[src/rtl/link_rx_buffer.sv]
// link_rx_buffer: responder end of the 4-phase req/ack byte link.
// Each accepted transfer is written into a small FIFO and presented on a
// first-word fall-through valid/ready read port. While the FIFO is full the
// responder withholds ack, which stalls the link master.
module link_rx_buffer #(
  parameter int DATA_W   = 8,
  parameter int DEPTH    = 4,
  parameter int ACK_HOLD = 1
) (
  input  logic                       clk,
  input  logic                       rst,
  input  logic                       req,
  input  logic [DATA_W-1:0]          data,
  output logic                       ack,
  output logic [DATA_W-1:0]          out_data,
  output logic                       out_valid,
  input  logic                       out_ready,
  output logic [$clog2(DEPTH):0]     count,
  output logic [7:0]                 rx_total
);

  localparam int PW = $clog2(DEPTH);
  localparam int CW = PW + 1;
  localparam int HW = $clog2(ACK_HOLD + 1);
  localparam logic [CW-1:0] FULL     = CW'(DEPTH);
  localparam logic [HW-1:0] HOLD_INI = HW'(ACK_HOLD - 1);

  typedef enum logic [0:0] {IDLE, ACK_HI} state_t;

  state_t            state;
  state_t            state_nxt;
  logic [HW-1:0]     hold_cnt;
  logic [PW-1:0]     wptr;
  logic [PW-1:0]     rptr;
  logic [DATA_W-1:0] mem [DEPTH];
  logic              push;
  logic              pop;

  // Full is judged on the registered count only, so a same-edge pop never
  // lets a stalled request in; it is taken at the following edge instead.
  assign push      = (state == IDLE) && req && (count != FULL);
  assign out_valid = (count != '0);
  assign pop       = out_valid && out_ready;
  assign out_data  = mem[rptr];

  // State register.
  always_ff @(posedge clk) begin
    if (rst) state <= IDLE;
    else     state <= state_nxt;
  end

  // Next-state logic: accept in IDLE, release once the hold expires and req is low.
  always_comb begin
    state_nxt = state;
    case (state)
      IDLE:    if (push) state_nxt = ACK_HI;
      ACK_HI:  if ((hold_cnt == '0) && !req) state_nxt = IDLE;
      default: state_nxt = IDLE;
    endcase
  end

  // Output decode: ack is a pure function of the state register.
  always_comb begin
    ack = (state == ACK_HI);
  end

  // Minimum-ack-width counter, loaded on acceptance and run down in ACK_HI.
  always_ff @(posedge clk) begin
    if (rst) begin
      hold_cnt <= '0;
    end else if (push) begin
      hold_cnt <= HOLD_INI;
    end else if ((state == ACK_HI) && (hold_cnt != '0)) begin
      hold_cnt <= hold_cnt - 1'b1;
    end
  end

  // FIFO control: pointers wrap naturally, occupancy tracks push minus pop.
  always_ff @(posedge clk) begin
    if (rst) begin
      wptr     <= '0;
      rptr     <= '0;
      count    <= '0;
      rx_total <= '0;
    end else begin
      if (push) begin
        wptr     <= wptr + 1'b1;
        rx_total <= rx_total + 1'b1;
      end
      if (pop) rptr <= rptr + 1'b1;
      if (push && !pop)      count <= count + 1'b1;
      else if (!push && pop) count <= count - 1'b1;
    end
  end

  // FIFO storage: data path only, deliberately not reset.
  always_ff @(posedge clk) begin
    if (push) mem[wptr] <= data;
  end

endmodule

[config.mk]
export PLATFORM = sky130hd
export DESIGN_NAME = link_rx_buffer
export DESIGN_NICKNAME = d
export VERILOG_FILES = /design/src/rtl/link_rx_buffer.sv
export SDC_FILE = /design/constraint.sdc
export NUM_CORES = 1
export LEC_CHECK = 0
export ABC_CLOCK_PERIOD_IN_PS = 2400
export CAP_MARGIN = 20
export CELL_PAD_IN_SITES_DETAIL_PLACEMENT = 0
export CELL_PAD_IN_SITES_GLOBAL_PLACEMENT = 1
export CORE_MARGIN = 1
export CORE_UTILIZATION = 30
export CTS_BUF_LIST = sky130_fd_sc_hd__clkbuf_8
export DETAILED_ROUTE_END_ITERATION = 12
export HOLD_SLACK_MARGIN = 0.03
export PLACE_DENSITY_LB_ADDON = 0.1
export SYNTH_ARGS = -nofsm -noshare
export SYNTH_HDL_FRONTEND = slang
export SYNTH_SLANG_ARGS = --single-unit
[constraint.sdc]
create_clock -name clk -period 2.4 [get_ports clk]
set_input_delay 0.6 -clock clk [delete_from_list [all_inputs] [get_ports clk]]
set_output_delay 0.6 -clock clk [all_outputs]
set_load 0.005 [all_outputs]
==> results.py <==
metrics = {
    "pwr": {
        "power.leakage_nw": 1.03,
        "cellPowerDensity_mw_per_mm2": 850,
        "report.power.total_mw": 2.39,
        "ir_drop_mv": 0.312,
    },
    "sta": {
        "period_needed_ns": 2.33,
        "finalSetupViolCount": 0,
        "maxSlewViolCount": 0,
        "rsz0062_at_grt": "true",
        "fin_skew_ns": 0.00657,
        "slew_headroom": 0.526,
        "worstMarginPinSlew_ns": 0.707,
        "fin_crit_sh": 0.973,
        "totalNegativeSetupSlack_ns": 0,
        "hold_violations": 0,
        "fmax_ghz": 0.428,
    },
    "place": {
        "place_congestion": 0.786,
        "post-dp-hpwl_um": 2730,
        "io_buffers": 32,
    },
    "floorplan": {
        "row_count": 30,
        "die_area_mm2": 0.00743,
        "die_w_um": 86.2,
        "initial_utilization": 0.311,
        "pin_count": 33,
        "coreArea_mm2": 0.00683,
        "die_h_um": 86.2,
    },
    "worst_hold_path": {
        "worstHoldPathType": "flip-flop to flip-flop",
    },
    "logic_synthesis": {
        "synth_warnings": 0,
        "netlist_area_mm2": 0.00213,
        "yosysMostFrequentCell": "edfxtp_1",
        "ys_top_cells_by_area": "edfxtp_1, dfxtp_1, mux4_2, ha_1, a21oi_1",
        "ys_seq_area_frac": 0.631,
        "ys.flop_type": "edfxtp_1",
        "ys_types": 35,
        "synth_top_area_share": 0.452,
        "yosys_register_bits": 51,
        "synth_top_area_cell": "edfxtp_1",
        "async_reset_ff_frac": 0,
        "synth_fp_nets": 164,
        "synth_edf_count": 32,
        "synthTopCellsByCount": "edfxtp_1, dfxtp_1, nor2_1",
        "synthCells": 145,
        "synth_area_per_cell_um2": 14.7,
    },
    "final_layout": {
        "final_util": 0.411,
        "nFillCells": 683,
        "antenna_cells": 0,
        "drive_above_1_share": 0.221,
        "area_delta_synth_final_pct": 32.0,
        "nets": 213,
    },
    "detailed_routing": {
        "drc_errors": 0,
        "drt-initial-drc-count": 43,
        "wl_um": 4040,
        "via_per_inst": 4.47,
        "vias": 1300,
        "dr.pass1.iters": 4,
        "drt-wirelength-per-cell_um": 13.9,
        "ant_nets": 0,
    },
    "worst_setup_path": {
        "arrival_ns": 2.57,
        "start_kind": "primary input",
        "worstPathMaxFanout": 2,
        "end_kind": "flip-flop",
        "cp.required_ns": 2.64,
        "path_class": "primary input to flip-flop",
    },
    "status": {
        "status": "finished clean",
    },
    "clock_network": {
        "cts-root-buf": "clkbuf_8",
        "htree_levels": 2,
        "cts_sinks": 51,
        "path_clk_slew_ns": 0.10,
        "numCtsBuffers": 5,
        "clk_latency_ns": 0.30,
        "hold_buffers": 0,
        "clockBufferDepth": 2,
        "cts_tree": "built",
    },
    "global_routing": {
        "antenna_found_initial": 0,
        "grt_overflow": 0,
        "grt_use_total": 0.117,
        "grt_max_degree": 19,
        "grt_pass1_vias": 1389,
        "grt_pass1_wl_um": 6660,
    },
    "flow_run": {
        "maxCapViolCount": 0,
    },
}
==> metal layers <==
layer  GRT usage  part of all wire  vias up
li1            -                 -      643
met1       0.146              0.46      627
met2       0.201              0.49       28
met3      0.0257             0.044        2
met4      0.0409            0.0047        0
met5           0                 0        -
==> cells by family (layout without fill, tap and decap cells) <==
family,Yosys count,after routing,share of synthesized area
AO/OA/AOI/OAI,18,18,0.0477
AND/OR/NAND/NOR,41,41,0.122
adder cells (fa/ha/maj),7,7,0.0447
XOR/XNOR,4,4,0.0165
multiplexers,13,13,0.111
flip-flops,51,51,0.631
buffers and inverters,11,61,0.0277
==> registers in the layout, summed over array words and instances, names as in the netlist, named ones only <==
name and flops:
hold_cnt 1, count 3, rx_total 8, rptr 2
wptr 2, ack 1, mem 32
==> final cells by class <==
type,instances,area (um2),area share
Sequential cell,51,1340,0.479
Timing Repair Buffer,49,494,0.176
Clock inverter,3,28.8,0.0103
Tap cell,96,120,0.0428
Multi-Input combinational cell,83,736,0.262
Clock buffer,5,68.8,0.0245
Inverter,4,15.0,0.00535
==> final timing paths <==
check	cells after the start	startpoint	slack, ns	endpoint
max	10	req	0.07	count[2]
min reg2reg	1	hold_cnt	0.50	hold_cnt
min	1	hold_cnt	0.50	hold_cnt
max reg2reg	9	count[0]	0.26	count[2]
==> through the flow <==
stage	cells	area (um2)	worst slack, ns	hold WS (ns)
after global placement	278	2650	-0.264	0.475
after CTS	287	2760	0.00750	0.504
after floorplan	145	2130	0.181	0.471
after global routing	291	2810	-0.0312	0.514
final	291	2810	0.0652	0.500
after detailed placement	278	2650	-0.317	0.489
==> worst max-delay path, cell delays in order <==
cell and delay [ns]:
clkdlybuf4s50_1 0.47, nor2b_4 0.17, nand2_4 0.06, inv_2 0.06, ha_2 0.17, inv_1 0.05, fa_1 0.36, xor2_1 0.16
or3_1 0.31, a21oi_1 0.15
==> cell usage in the layout (no fill, tap or decap), drive strengths merged <==
cell type      instances
a21oi                  8
and3                   4
buf                   17
clkbuf                 5
clkdlybuf4s50         27
clkinv                 2
dfxtp                 19
dlygate4sd2            2
dlymetal6s2s           3
edfxtp                32
fa                     1
ha                     6
inv                    5
mux2                   4
mux2i                  1
mux4                   8
nand2                  5
nand2b                 1
nand3                  4
nand3b                 1
nand4                  1
nor2                   9
nor2b                  5
nor3b                  1
nor4                   3
nor4b                  1
o21ai                  6
o311ai                 1
o31ai                  3
or3                    3
or3b                   1
or4                    2
xor2                   4
==> report_power, final <==
group | leakage [nW] | total [mW] | switching [mW] | internal [mW]
clock | 0.0502 | 0.522 | 0.306 | 0.217
sequential | 0.447 | 1.12 | 0.0845 | 1.03
combinational | 0.535 | 0.745 | 0.279 | 0.466
total | 1.03 | 2.39 | 0.669 | 1.72
==> timing repair <==
action                                  CTS  global route
gates resized for setup                   4             6
hold endpoints to repair                  0             0
buffers inserted                          1             4
gates cloned                              0             0
endpoints found under the setup margin    9             7
(Power assumes the default switching activity.)
